[config.mk]
export PLATFORM = sky130hd
export DESIGN_NAME = alu_div
export DESIGN_NICKNAME = d
export VERILOG_FILES = /design/src/rtl/alu_div_pkg.sv /design/src/rtl/alu_div_step.sv /design/src/rtl/alu_div.sv
export SDC_FILE = /design/constraint.sdc
export NUM_CORES = 1
export LEC_CHECK = 0
export CAP_MARGIN = 40
export CORE_MARGIN = 10
export CORE_UTILIZATION = 45
export DETAILED_ROUTE_END_ITERATION = 6
export PLACE_DENSITY = 0.68
export SYNTH_ARGS = -nofsm -noshare
export SYNTH_HDL_FRONTEND = slang
export SYNTH_SLANG_ARGS = --single-unit
[constraint.sdc]
create_clock -name clock -period 2.77 [get_ports clock]
set_clock_uncertainty 0.1 [all_clocks]
set_input_delay 0.831 -clock clock [delete_from_list [all_inputs] [get_ports clock]]
set_output_delay 0.831 -clock clock [all_outputs]
set_load 0.01 [all_outputs]
[src/rtl/alu_div_pkg.sv]
// alu_div_pkg: shared ALU divider definitions.
// Holds the datapath width, iteration count, FSM state encoding, the
// divide-by-zero result constants and a two's-complement negate helper.
package alu_div_pkg;

  localparam int unsigned DATA_W   = 32;
  localparam int unsigned ITER_CNT = 32;
  localparam int unsigned CNT_W    = $clog2(ITER_CNT);

  typedef enum logic [1:0] {
    IDLE = 2'd0,
    RUN  = 2'd1,
    FIX  = 2'd2,
    DONE = 2'd3
  } div_state_e;

  // Results reported when the divisor is zero.
  localparam logic [DATA_W-1:0] DIV0_QUOTIENT  = '0;
  localparam logic [DATA_W-1:0] DIV0_REMAINDER = '0;
  localparam logic              DIV0_EXCEPTION = 1'b1;

  function automatic logic [DATA_W-1:0] negate(input logic [DATA_W-1:0] x);
    return ~x + DATA_W'(1);
  endfunction

endpackage

[src/rtl/alu_div_step.sv]
// alu_div_step: one combinational restoring-division iteration.
// Ports:
//   rem      - 33-bit partial remainder before this step
//   quo      - quotient/dividend shift register before this step
//   sub      - 33-bit two's-complement subtrahend (-divisor magnitude)
//   rem_next - partial remainder after this step
//   quo_next - shift register after this step (new quotient bit in [0])
module alu_div_step
  import alu_div_pkg::*;
(
  input  logic [DATA_W:0]   rem,
  input  logic [DATA_W-1:0] quo,
  input  logic [DATA_W:0]   sub,
  output logic [DATA_W:0]   rem_next,
  output logic [DATA_W-1:0] quo_next
);

  // One guard bit above the shifted remainder keeps the sign test exact
  // for any divisor magnitude up to 2^32-1.
  logic [DATA_W+1:0] rem_sh;
  logic [DATA_W+1:0] trial;

  always_comb begin
    rem_sh = {rem, quo[DATA_W-1]};
    trial  = rem_sh + {sub[DATA_W], sub};
    if (!trial[DATA_W+1]) begin
      rem_next = trial[DATA_W:0];
      quo_next = {quo[DATA_W-2:0], 1'b1};
    end else begin
      rem_next = rem_sh[DATA_W:0];
      quo_next = {quo[DATA_W-2:0], 1'b0};
    end
  end

endmodule

[src/rtl/alu_div.sv]
// alu_div: multi-cycle 32-bit restoring divider with start/ready handshake.
// Optional feature macro: ALU_DIV_SIGNED_EN (two's-complement operands).
// Ports:
//   clock, reset_n   - rising-edge clock, async active-low reset
//   in_start         - request, sampled only in IDLE
//   in_dividend      - dividend
//   in_divisor       - divisor
//   in_divisor_not   - bitwise NOT of in_divisor from the inverter stage
//   out_quotient     - quotient, held until replaced
//   out_remainder    - remainder, held until replaced
//   out_exception    - divide-by-zero flag
//   out_busy         - operation in progress (through FIX)
//   out_ready        - one-cycle completion pulse
module alu_div
  import alu_div_pkg::*;
(
  input  logic              clock,
  input  logic              reset_n,
  input  logic              in_start,
  input  logic [DATA_W-1:0] in_dividend,
  input  logic [DATA_W-1:0] in_divisor,
  input  logic [DATA_W-1:0] in_divisor_not,
  output logic [DATA_W-1:0] out_quotient,
  output logic [DATA_W-1:0] out_remainder,
  output logic              out_exception,
  output logic              out_busy,
  output logic              out_ready
);

  div_state_e        state_q, state_d;
  logic [CNT_W-1:0]  cnt_q, cnt_d;
  logic [DATA_W:0]   rem_q, rem_d;
  logic [DATA_W-1:0] quo_q, quo_d;
  logic [DATA_W:0]   sub_q, sub_d;
  logic [DATA_W-1:0] quotient_q, quotient_d;
  logic [DATA_W-1:0] remainder_q, remainder_d;
  logic              exception_q, exception_d;
  logic              busy_q, busy_d;
  logic              ready_q, ready_d;

  logic [DATA_W:0]   step_rem;
  logic [DATA_W-1:0] step_quo;
  logic              div_zero;
  logic [DATA_W-1:0] dvd_mag;
  logic [DATA_W:0]   sub_new;
  logic [DATA_W-1:0] fix_quo;
  logic [DATA_W-1:0] fix_rem;

`ifdef ALU_DIV_SIGNED_EN
  logic              neg_quo_q, neg_quo_d;
  logic              neg_rem_q, neg_rem_d;
  logic [DATA_W-1:0] dvs_mag;
`endif

  assign div_zero = (in_divisor == '0);

  // Operand preparation and result sign correction.
`ifdef ALU_DIV_SIGNED_EN
  always_comb begin
    dvd_mag = in_dividend[DATA_W-1] ? negate(in_dividend) : in_dividend;
    // The inverter stage already supplies ~divisor, so |divisor| of a
    // negative divisor is just in_divisor_not + 1.
    dvs_mag = in_divisor[DATA_W-1] ? (in_divisor_not + DATA_W'(1)) : in_divisor;
    sub_new = ~{1'b0, dvs_mag} + (DATA_W+1)'(1);
    fix_quo = neg_quo_q ? negate(quo_q) : quo_q;
    fix_rem = neg_rem_q ? negate(rem_q[DATA_W-1:0]) : rem_q[DATA_W-1:0];
  end
`else
  always_comb begin
    dvd_mag = in_dividend;
    // 33-bit -divisor: sign bit set above the inverted divisor, plus one.
    sub_new = {1'b1, in_divisor_not} + (DATA_W+1)'(1);
    fix_quo = quo_q;
    fix_rem = rem_q[DATA_W-1:0];
  end
`endif

  alu_div_step u_step (
    .rem      (rem_q),
    .quo      (quo_q),
    .sub      (sub_q),
    .rem_next (step_rem),
    .quo_next (step_quo)
  );

  // Next-state and output logic.
  always_comb begin
    state_d     = state_q;
    cnt_d       = cnt_q;
    rem_d       = rem_q;
    quo_d       = quo_q;
    sub_d       = sub_q;
    quotient_d  = quotient_q;
    remainder_d = remainder_q;
    exception_d = exception_q;
    busy_d      = busy_q;
    ready_d     = 1'b0;
`ifdef ALU_DIV_SIGNED_EN
    neg_quo_d   = neg_quo_q;
    neg_rem_d   = neg_rem_q;
`endif

    case (state_q)
      IDLE: begin
        if (in_start) begin
          if (div_zero) begin
            quotient_d  = DIV0_QUOTIENT;
            remainder_d = DIV0_REMAINDER;
            exception_d = DIV0_EXCEPTION;
            state_d     = DONE;
          end else begin
            rem_d   = '0;
            quo_d   = dvd_mag;
            sub_d   = sub_new;
            cnt_d   = '0;
            busy_d  = 1'b1;
            state_d = RUN;
`ifdef ALU_DIV_SIGNED_EN
            neg_quo_d = in_dividend[DATA_W-1] ^ in_divisor[DATA_W-1];
            neg_rem_d = in_dividend[DATA_W-1];
`endif
          end
        end
      end
      RUN: begin
        rem_d = step_rem;
        quo_d = step_quo;
        cnt_d = cnt_q + CNT_W'(1);
        if (cnt_q == CNT_W'(ITER_CNT - 1)) begin
          state_d = FIX;
        end
      end
      FIX: begin
        quotient_d  = fix_quo;
        remainder_d = fix_rem;
        exception_d = 1'b0;
        busy_d      = 1'b0;
        state_d     = DONE;
      end
      DONE: begin
        ready_d = 1'b1;
        state_d = IDLE;
      end
      default: state_d = IDLE;
    endcase
  end

  // State and output registers.
  always_ff @(posedge clock or negedge reset_n) begin
    if (!reset_n) begin
      state_q     <= IDLE;
      cnt_q       <= '0;
      rem_q       <= '0;
      quo_q       <= '0;
      sub_q       <= '0;
      quotient_q  <= '0;
      remainder_q <= '0;
      exception_q <= 1'b0;
      busy_q      <= 1'b0;
      ready_q     <= 1'b0;
`ifdef ALU_DIV_SIGNED_EN
      neg_quo_q   <= 1'b0;
      neg_rem_q   <= 1'b0;
`endif
    end else begin
      state_q     <= state_d;
      cnt_q       <= cnt_d;
      rem_q       <= rem_d;
      quo_q       <= quo_d;
      sub_q       <= sub_d;
      quotient_q  <= quotient_d;
      remainder_q <= remainder_d;
      exception_q <= exception_d;
      busy_q      <= busy_d;
      ready_q     <= ready_d;
`ifdef ALU_DIV_SIGNED_EN
      neg_quo_q   <= neg_quo_d;
      neg_rem_q   <= neg_rem_d;
`endif
    end
  end

  assign out_quotient  = quotient_q;
  assign out_remainder = remainder_q;
  assign out_exception = exception_q;
  assign out_busy      = busy_q;
  assign out_ready     = ready_q;

endmodule

==> impl_metrics.env <==
export IMPL_cp_data_required_time_ns=2.98
export IMPL_synth_top_area_cell="dfrtp_1"
export IMPL_max_stage_delay_ns=0.43
export IMPL_wl_per_cell_um=16.9
export IMPL_synth_cell_types=55
export IMPL_max_freq_ghz=0.323
export IMPL_grt_pass1_wl_um=45200
export IMPL_route_detailed_drc=0
export IMPL_peakVddDrop_v=0.000531
export IMPL_endpoint_kind="flip-flop"
export IMPL_crit_path_start="sub_q[0]$_DFFE_PN0P_"
export IMPL_via_count=9022
export IMPL_grt_max_degree=75
export IMPL_netSwitchingFraction_pct=42.4
export IMPL_status="finished with violations"
export IMPL_cp_endpoint="rem_q[32]$_DFFE_PN0P_"
export IMPL_violations="setup timing"
export IMPL_synth_ff_type="dfrtp_1"
export IMPL_drive_above_1_share_pct=22.6
export IMPL_hold_path_class="primary input to asynchronous set/reset pin"
export IMPL_synth_seq_cells=172
export IMPL_syn_inst=1097
export IMPL_total_power_uw=17100
export IMPL_cp_arrival_ns=3.31
export IMPL_hold_viol=0
export IMPL_ant_nets=0
export IMPL_antenna_cells=0
export IMPL_fin_nets=1558
export IMPL_yosys_warnings=0
export IMPL_ios=166
export IMPL_row_count=53
export IMPL_dieArea_mm2=0.0274
export IMPL_rrSetupSlack_ns=-0.33
export IMPL_drtIter0Drc=559
export IMPL_cts_hold_buf=0
export IMPL_placed_cells=1655
export IMPL_clkTransAtPathRegs_ns=0.07
export IMPL_p_sw_uw=7260
export IMPL_fill_cells=1719
export IMPL_async_flop_share_pct=100
export IMPL_htreeDepth=4
export IMPL_clk_latency_ns=0.44
export IMPL_fin_crit_ns=3.10
export IMPL_whs_ns=0.275
export IMPL_reg2regPathDepth=12
export IMPL_path_depth=12
export IMPL_internal_power_uw=9880
export IMPL_die_h_um=165
export IMPL_r2r_end="rem_q[32]$_DFFE_PN0P_"
export IMPL_grt_use_total_pct=20.4
export IMPL_cts_root_buf="clkbuf_16"
export IMPL_core_area_mm2=0.0209
export IMPL_ys_seq_area_share_pct=45.3
export IMPL_gp_congestion=0.896
export IMPL_netlist_area_mm2=0.00951
export IMPL_rsz0062_at_grt="yes"
export IMPL_p_leak_uw=0.00635
export IMPL_cp_max_fo=3
export IMPL_worst_pin_slew_ns=0.723
export IMPL_power_density_mw_per_mm2=1220
export IMPL_dieWidth_um=165
export IMPL_clk_path_buf_depth=2
export IMPL_drt_wl_total_um=28800
export IMPL_start_util_pct=45.5
export IMPL_period_share_pct=112
export IMPL_power_share_clock_pct=14.0
export IMPL_reg2reg_from="sub_q[0]$_DFFE_PN0P_"
export IMPL_seqCellArea_mm2=0.00431
export IMPL_grt_overflow=0
export IMPL_slew_headroom_pct=51.3
export IMPL_via_per_inst=5.29
export IMPL_slowest_stage="dfrtp_1"
export IMPL_p_comb_share_pct=60.6
export IMPL_fin_tns_setup_ns=-8.83
export IMPL_critPathTopFamily="compound AO/OA/AOI/OAI gates"
export IMPL_antenna_found_initial=0
export IMPL_crit_chain="ha_4 -> fa_2 -> a211oi_4 -> o211ai_1 -> a21boi_2 -> o21ai_4 -> a2111oi_4 -> nor2_1 -> a311oi_1 -> buf_4 -> xor2_1 -> o21ai_0"
export IMPL_drt_first_pass_iters=5
export IMPL_ys_top_cells_by_count="284 x nand2_1, 172 x dfrtp_1, 170 x o21ai_0, 56 x nor2_1, 53 x clkbuf_1"
export IMPL_numCtsBuffers=17
export IMPL_syn_avg_cell_area_um2=8.67
export IMPL_synth_top_area_share_pct=45.3
export IMPL_p_seq_share_pct=25.4
export IMPL_area_growth_pct=47.9
export IMPL_syn_nets=1237
export IMPL_finalMaxSlewViolations=0
export IMPL_criticalPathCategory="flip-flop to flip-flop"
export IMPL_finalWorstSetupSlack_ns=-0.330
export IMPL_cap_violations=0
export IMPL_hpwl_um=21400
export IMPL_crit_buf_inv=1
export IMPL_cts_tree="built"
export IMPL_start_kind="flip-flop"
export IMPL_io_buffers=165
export IMPL_multi_input_area_mm2=0.00536
export IMPL_yosysMostFrequentCell="nand2_1"
export IMPL_grt_pass1_vias=9047
export IMPL_setup_viol=34
export IMPL_cts_sinks=172
export IMPL_synth_edf_count=0
export IMPL_layout_cells_non_filler=1706
export IMPL_ys_top_cells_by_area="dfrtp_1 45%, nand2_1 11%, o21ai_0 8.9%"
-- area by class of cell --
| type | count | share of cell area, % |
|---|---|---|
| flip-flops and latches | 172 | 30.6 |
| multi-input cells | 852 | 38.1 |
| well taps | 275 | 2.45 |
| repair buffers | 365 | 24.4 |
| inverters | 10 | 0.293 |
| clock inverters | 15 | 1.20 |
| clock buffers | 17 | 3.02 |
-- worst register-to-register path, cell delays in order, from the launching register on --
cell	delay (ns)
dfrtp_1	0.43
ha_4	0.19
fa_2	0.40
a211oi_4	0.31
o211ai_1	0.14
a21boi_2	0.23
o21ai_4	0.11
a2111oi_4	0.32
nor2_1	0.12
a311oi_1	0.25
buf_4	0.16
xor2_1	0.13
o21ai_0	0.08
-- worst min path at each step --
stage | slack [ns] | to
2_1_floorplan | 0.35 | sub_q[10]$_DFFE_PN0P_
3_3_place_gp | 0.36 | out_quotient[22]$_DFFE_PN0P_
3_5_place_dp | 0.37 | out_remainder[24]$_DFFE_PN0P_
4_1_cts | 0.30 | out_quotient[26]$_DFFE_PN0P_
5_1_grt | 0.33 | out_quotient[26]$_DFFE_PN0P_
6_report | 0.27 | out_exception$_DFFE_PN0P_
-- timing repair --
action | CTS | global route
cloned | 1 | 5
buffers inserted | 5 | 9
gates resized for setup | 33 | 87
pin swaps | 9 | 33
endpoints found under the setup margin | 71 | 79
-- power groups by stage --
stage	clock [µW]	sequential [µW]	combinational (µW)
finish	2400	4350	10400
global route	2530	4480	11400
CTS	2440	4310	9390
detailed placement	0	4320	8860
global placement	0	4300	8680
floorplan	0	4320	5120
-- state kept, by name (all words and copies together) (netlist names) --
name / flops
rem_q: 33
state_q: 2
out_ready: 1
out_quotient: 32
out_busy: 1
out_remainder: 32
cnt_q: 5
sub_q: 33
out_exception: 1
fix_quo: 32
-- placed cells by master (no fill, tap or decap), types with 4 or more instances in the layout --
cell type	count
a211oi_1	4
a21o_1	15
a21oi_1	33
a22o_1	20
a311oi_1	4
a32oi_1	11
and3_1	14
buf_12	8
buf_4	178
buf_6	8
clkbuf_16	22
clkdlybuf4s50_1	151
clkinv_8	4
dfrtp_1	170
dlymetal6s2s_1	13
ha_1	26
ha_4	11
inv_1	9
inv_6	6
mux2i_1	26
nand2_1	279
nand2_2	4
nand3_1	12
nand4_1	6
nor2_1	49
nor2_2	6
nor3_1	7
nor4_2	8
o211ai_1	5
o21ai_0	141
o21ai_1	16
o21ai_2	20
o22ai_1	11
xnor2_1	31
xor2_1	30
-- layer usage --
metal	part of all wire (%)	global-route usage, %	up-vias
li1	-	-	4478
met1	45	27.0	4318
met2	48	34.0	202
met3	5.5	3.97	24
met4	1.2	4.63	0
met5	0	0	-
-- cell families after synthesis --
| kind of cell | synth area share [%] |
|---|---|
| mux | 2.96 |
| buf+inv | 3.25 |
| compound gates | 19.4 |
| simple gates | 18.0 |
| xor+xnor | 5.62 |
| fa+ha+maj | 5.47 |
| flops | 45.3 |
-- per-stage QoR --
step	util [%]	setup slack, ns	instance area [µm²]
finish	67.4	-0.330	14100
global route	67.4	-0.473	14100
CTS	64.9	-0.333	13600
detailed placement	61.1	-0.569	12800
global placement	61.1	-0.490	12800
floorplan	-	-0.124	9610
(Power assumes the default switching activity.)
